<file path="config.mk">
export PLATFORM = sky130hd
export DESIGN_NAME = pipe_ctrl
export DESIGN_NICKNAME = d
export VERILOG_FILES = /design/src/rtl/pipe_ctrl.sv
export SDC_FILE = /design/constraint.sdc
export NUM_CORES = 1
export LEC_CHECK = 0
export ABC_AREA = 1
export CAP_MARGIN = 40
export CORE_ASPECT_RATIO = 0.75
export CORE_UTILIZATION = 48
export DETAILED_ROUTE_END_ITERATION = 8
export GPL_ROUTABILITY_DRIVEN = 0
export PLACE_DENSITY = 0.81
export SLEW_MARGIN = 20
export SYNTH_ARGS = -nofsm -noshare
export SYNTH_HDL_FRONTEND = slang
export SYNTH_SLANG_ARGS = --single-unit
export TNS_END_PERCENT = 50
</file>
<file path="constraint.sdc">
create_clock -name clk -period 2.1 [get_ports clk]
set_input_delay 0.21 -clock clk [delete_from_list [all_inputs] [get_ports clk]]
set_output_delay 0.21 -clock clk [all_outputs]
set_load 0.01 [all_outputs]
</file>
<file path="src/rtl/pipe_ctrl.sv">
// pipe_ctrl: central stall/flush controller for the 5-stage core.
// Turns hazard requests (load-use, jump redirect, MDU busy, data-bus wait)
// into per-stage hold/flush strobes and the PC load, one action per cycle
// by fixed priority. Also keeps saturating stall/redirect counters and a
// sticky data-bus watchdog.
//
// Handshake note: there is no valid/ready pairing here. Every request input
// is a level that is sampled combinationally each cycle, and every control
// output is a same-cycle response to the current state and request levels.
// A request that loses arbitration is not remembered; the requester keeps
// it asserted until it is served.
module pipe_ctrl #(
    parameter int ADDR_W      = 32,
    parameter int CNT_W       = 32,
    parameter int MEM_TIMEOUT = 255
) (
    input  logic              clk,
    input  logic              rst_n,
    input  logic              pc_stopFlag_i,
    input  logic              jump_flag_i,
    input  logic [ADDR_W-1:0] jump_addr_i,
    input  logic              mdu_busy_i,
    input  logic              mem_wait_i,
    output logic              pc_hold_o,
    output logic              fd_hold_o,
    output logic              de_hold_o,
    output logic              em_hold_o,
    output logic              mw_hold_o,
    output logic              fd_flush_o,
    output logic              de_flush_o,
    output logic              em_flush_o,
    output logic              pc_load_o,
    output logic [ADDR_W-1:0] pc_target_o,
    output logic [CNT_W-1:0]  stall_cnt_o,
    output logic [CNT_W-1:0]  flush_cnt_o,
    output logic              bus_timeout_o
);

    // Watchdog counter only needs to reach MEM_TIMEOUT, where it saturates.
    localparam int              WD_W   = $clog2(MEM_TIMEOUT + 1);
    localparam logic [WD_W-1:0] WD_MAX = WD_W'(MEM_TIMEOUT);
    localparam logic [CNT_W-1:0] CNT_MAX = '1;

    // Only BUBBLE changes the decode; the stall states exist so the current
    // reason for a stall is visible when debugging.
    typedef enum logic [1:0] {
        ST_RUN       = 2'd0,
        ST_BUBBLE    = 2'd1,
        ST_STALL_MEM = 2'd2,
        ST_STALL_MDU = 2'd3
    } state_t;

    state_t state_q, state_d;

    // Debug view of the FSM for checkers and waveform viewers.
    logic [1:0] state_dbg;
    assign state_dbg = state_q;

    // Combinational control strobes before they reach the ports.
    logic              pc_hold, fd_hold, de_hold, em_hold, mw_hold;
    logic              fd_flush, de_flush, em_flush;
    logic              pc_load;
    logic [ADDR_W-1:0] pc_target;

    // Counter and watchdog registers.
    logic [CNT_W-1:0] stall_cnt_q, stall_cnt_d;
    logic [CNT_W-1:0] flush_cnt_q, flush_cnt_d;
    logic [WD_W-1:0]  wd_cnt_q, wd_cnt_d;
    logic             timeout_q, timeout_d;

    // FSM state register; a low reset on any edge returns to RUN.
    always_ff @(posedge clk) begin
        if (!rst_n) begin
            state_q <= ST_RUN;
        end else begin
            state_q <= state_d;
        end
    end

    // Priority arbitration: mem wait > MDU busy > jump > load-use > idle.
    always_comb begin
        state_d   = ST_RUN;
        pc_hold   = 1'b0;
        fd_hold   = 1'b0;
        de_hold   = 1'b0;
        em_hold   = 1'b0;
        mw_hold   = 1'b0;
        fd_flush  = 1'b0;
        de_flush  = 1'b0;
        em_flush  = 1'b0;
        pc_load   = 1'b0;
        pc_target = '0;
        if (rst_n) begin
            if (mem_wait_i) begin
                // Whole pipe freezes until the data bus answers.
                pc_hold = 1'b1;
                fd_hold = 1'b1;
                de_hold = 1'b1;
                em_hold = 1'b1;
                mw_hold = 1'b1;
                state_d = ST_STALL_MEM;
            end else if (mdu_busy_i) begin
                // Front end and E freeze; a NOP drains into M so W keeps moving.
                pc_hold  = 1'b1;
                fd_hold  = 1'b1;
                de_hold  = 1'b1;
                em_flush = 1'b1;
                state_d  = ST_STALL_MDU;
            end else if (jump_flag_i) begin
                // Redirect wins over load-use: the dependent instruction is
                // on the wrong path and gets flushed anyway.
                pc_load   = 1'b1;
                pc_target = jump_addr_i;
                fd_flush  = 1'b1;
                de_flush  = 1'b1;
                state_d   = ST_RUN;
            end else if (pc_stopFlag_i && (state_q != ST_BUBBLE)) begin
                // One bubble: hold the front end, insert NOP into E.
                pc_hold  = 1'b1;
                fd_hold  = 1'b1;
                de_flush = 1'b1;
                state_d  = ST_BUBBLE;
            end else begin
                // Idle, or a repeated load-use request right after its bubble;
                // the load is now in M and forwarding covers the dependency.
                state_d = ST_RUN;
            end
        end
    end

    // Saturating counter and watchdog next-state logic.
    always_comb begin
        stall_cnt_d = stall_cnt_q;
        flush_cnt_d = flush_cnt_q;
        wd_cnt_d    = '0;
        timeout_d   = timeout_q;
        if (pc_hold && (stall_cnt_q != CNT_MAX)) begin
            stall_cnt_d = stall_cnt_q + CNT_W'(1);
        end
        if (pc_load && (flush_cnt_q != CNT_MAX)) begin
            flush_cnt_d = flush_cnt_q + CNT_W'(1);
        end
        if (mem_wait_i) begin
            if (wd_cnt_q == WD_MAX) begin
                wd_cnt_d = WD_MAX;
            end else begin
                wd_cnt_d = wd_cnt_q + WD_W'(1);
            end
            // wd_cnt_q counts earlier wait cycles, so this cycle is number
            // wd_cnt_q+1; reaching MEM_TIMEOUT sets the flag at this edge.
            if (wd_cnt_q >= (WD_MAX - WD_W'(1))) begin
                timeout_d = 1'b1;
            end
        end
    end

    // Counter and watchdog registers, cleared by reset.
    always_ff @(posedge clk) begin
        if (!rst_n) begin
            stall_cnt_q <= '0;
            flush_cnt_q <= '0;
            wd_cnt_q    <= '0;
            timeout_q   <= 1'b0;
        end else begin
            stall_cnt_q <= stall_cnt_d;
            flush_cnt_q <= flush_cnt_d;
            wd_cnt_q    <= wd_cnt_d;
            timeout_q   <= timeout_d;
        end
    end

    assign pc_hold_o     = pc_hold;
    assign fd_hold_o     = fd_hold;
    assign de_hold_o     = de_hold;
    assign em_hold_o     = em_hold;
    assign mw_hold_o     = mw_hold;
    assign fd_flush_o    = fd_flush;
    assign de_flush_o    = de_flush;
    assign em_flush_o    = em_flush;
    assign pc_load_o     = pc_load;
    assign pc_target_o   = pc_target;
    assign stall_cnt_o   = stall_cnt_q;
    assign flush_cnt_o   = flush_cnt_q;
    assign bus_timeout_o = timeout_q;

endmodule
</file>
==> flow_summary.toml <==
[critical_path]
endpoint_kind = "output pin"
crit_arrival_ns = 1.79
cp_slowest_cell = "clkdlybuf4s50_1"
cp_common_cell = "clkdlybuf4s50_1"
r2r_slack_ns = 0.16
startpoint_type = "primary input"
cp_max_fo = 40
worstSetupPathType = "primary input to output pin"
crit_path_cell_trace = "clkdlybuf4s50_1 -> nor2_4 -> nand3_2 -> buf_12 -> nor2_1 -> clkdlybuf4s50_1"
crit_required_ns = 1.89
cpPeakStageDelay_ns = 0.55

[drt]
dr.pass1.iters = 5
wl_per_cell_um = 12.2
drtIter0Drc = 363
ant_nets = 0
drc = 0
viasPerCell = 4.96
wirelength_mm = 13.1
vias = 5327

[power_and_ir_drop]
p_sw_uw = 813
power_uw = 3490
p_seq_share_pct = 42.4
p_sw_share_pct = 23.3
peakVddDrop_mv = 0.444
pwr-share-comb_pct = 10.8
intPower_uw = 2680
clockPowerShare_pct = 46.8
p_leak_uw = 0.00281
p_per_area_nw_per_um2 = 523

[run_status]
status = "complete, no violations"

[layout]
final_nets = 978
final_cell_area_um2 = 6680
drive_gt1_share_pct = 8.29
diodes = 0
syn2layout_area_growth_pct = 39.5

[floorplan]
dieArea_um2 = 10400
ios = 144
rows = 31
die_y_um = 88.5
coreArea_um2 = 9660
die_x_um = 117
start_util_pct = 49.6

[placed_design]
dp_slack_ns = 0.0596
portBuffers = 143
place_area_um2 = 6370
dp_hpwl_mm = 9.86

[global_routing]
grt.overflow.total = 0
grt.total_usage_pct = 25.9
grt_max_degree = 41
grt_pass1_vias = 4471
grt_pass1_wl_mm = 21.3
antenna_found_initial = 0

[flow_run]
max-cap-violations = 0

[logic_synthesis]
synth-seq-cells = 75
yosysWarnings = 0
avgSynthCellArea_um2 = 6.09
syn-cell-area_um2 = 4790
synth_cell_type_count = 36
ys_top_cells_by_count = "217 x nand2_1, 168 x nor2_1, 98 x inv_1, 75 x dfxtp_1, 59 x nand3_1"
yosysTopAreaCellShare_pct = 31.3
synth_nets = 828
synthCells = 786
yosysTopAreaCell = "dfxtp_1"
yosysMostFrequentCell = "nand2_1"
async_flop_share_pct = 0
synthTopCellsByArea = "dfxtp_1 31%, nand2_1 17%, nor2_1 13%"
synth_edf_count = 0
synthFlopType = "dfxtp_1"
yosysSeqAreaShare_pct = 31.3

[cts]
cts_inserted_buffers = 9
hold_buffers = 0
clk_latency_ns = 0.34
htreeDepth = 3
cts_root_buf = "clkbuf_16"
clockBufferDepth = 2
cts_tree = "done"
clk_pin_slew_ns = 0.06
clock-sinks = 75
cts_setup_buffers = 0

[hold_path]
hold_class = "primary input to flop"

[sta]
finalSetupViolCount = 0
rsz0062_at_grt = "false"
fin_crit_sh_pct = 95.0
finalSetupTns_ns = 0
fmax_ghz = 0.501
final-hold-violation-count = 0
finClkSkew_ns = 0.00736
tightest_slew_ns = 0.376
finalMaxSlewViolations = 0
fin_crit_ns = 2.00
worst_slack_ns = 0.104
relSlewSlack_pct = 74.8
[final cells by class]
| type | count | area [µm²] |
|---|---|---|
| clock inverter | 5 | 77.6 |
| tap | 132 | 165 |
| multi-input combinational | 584 | 2720 |
| timing repair buffer | 163 | 1590 |
| fill | 850 | 2980 |
| sequential | 75 | 1500 |
| inverter | 103 | 392 |
| clock buffer | 11 | 233 |
[path summary, 6_finish.rpt]
kind	depth (start not counted)	start	endpoint
worst min-delay path	5	rst_n	state_dbg[0]
worst max register to register	12	flush_cnt_o[1]	flush_cnt_o[30]
worst max-delay path	6	mem_wait_i	pc_target_o[28]
worst min register to register	2	bus_timeout_o	bus_timeout_o
[metal layers]
layer | routed length [µm] | part of all wire, % | global-route usage, %
met3 | 1180 | 9.0 | 8.05
met2 | 5480 | 42 | 39.6
met5 | 0 | 0 | 0
met4 | 148 | 1.1 | 7.32
met1 | 6320 | 48 | 35.2
[critical path, delay by kind of cell]
family / cells / cell delay, ns
buffers and inverters: 3 / 1.21
and+or+nand+nor: 3 / 0.36
[through the flow]
step	utilization, %	hold WS [ns]	cells
floorplan	-	0.347	786
global placement	65.9	0.450	1057
detailed placement	65.9	0.449	1057
CTS	69.2	0.223	1073
global route	69.2	0.247	1073
finish	69.2	0.234	1073
[flip-flops by register name, indices dropped and copies added, names as in the netlist]
signal and count:
state_dbg 2, wd_cnt_q 8, bus_timeout_o 1, stall_cnt_o 32, flush_cnt_o 32
[placed cells by master (no fill, tap or decap), types with 2 or more instances in the layout]
| cell type | count |
|---|---|
| ha_1 | 4 |
| o21ai_1 | 2 |
| inv_1 | 97 |
| nor2_4 | 4 |
| dfxtp_1 | 74 |
| clkbuf_16 | 9 |
| nand4_1 | 9 |
| buf_4 | 19 |
| nor3_1 | 4 |
| inv_2 | 4 |
| inv_4 | 2 |
| clkdlybuf4s50_1 | 142 |
| a21oi_2 | 12 |
| xor2_1 | 13 |
| clkinv_2 | 2 |
| bufinv_16 | 2 |
| nand3_1 | 59 |
| o21ai_0 | 8 |
| clkbuf_1 | 2 |
| nor2_1 | 168 |
| and2_1 | 3 |
| nor2_2 | 10 |
| xnor2_1 | 4 |
| nand2_2 | 3 |
| nand3b_1 | 4 |
| nand2_1 | 217 |
| a21oi_1 | 51 |
[cells by family after synthesis]
kind of cell | synth area share [%]
buf+inv | 11.8
simple gates | 43.8
flops | 31.3
compound gates | 8.88
xor+xnor | 3.11
fa+ha+maj | 1.04
[repair_timing]
action / in CTS / in global routing
gates resized for setup: 0 / 3
setup endpoints to repair: 0 / 4
endpoints found under the hold margin: 0 / 0
[power groups by stage]
stage | clock network, µW | logic, µW | registers (µW)
2_1_floorplan | 0 | 178 | 1520
3_3_place_gp | 0 | 370 | 1510
3_5_place_dp | 0 | 376 | 1510
4_1_cts | 1660 | 379 | 1480
5_1_grt | 1730 | 419 | 1480
6_report | 1640 | 377 | 1480
Note: power is estimated with default switching activity, not from simulation.
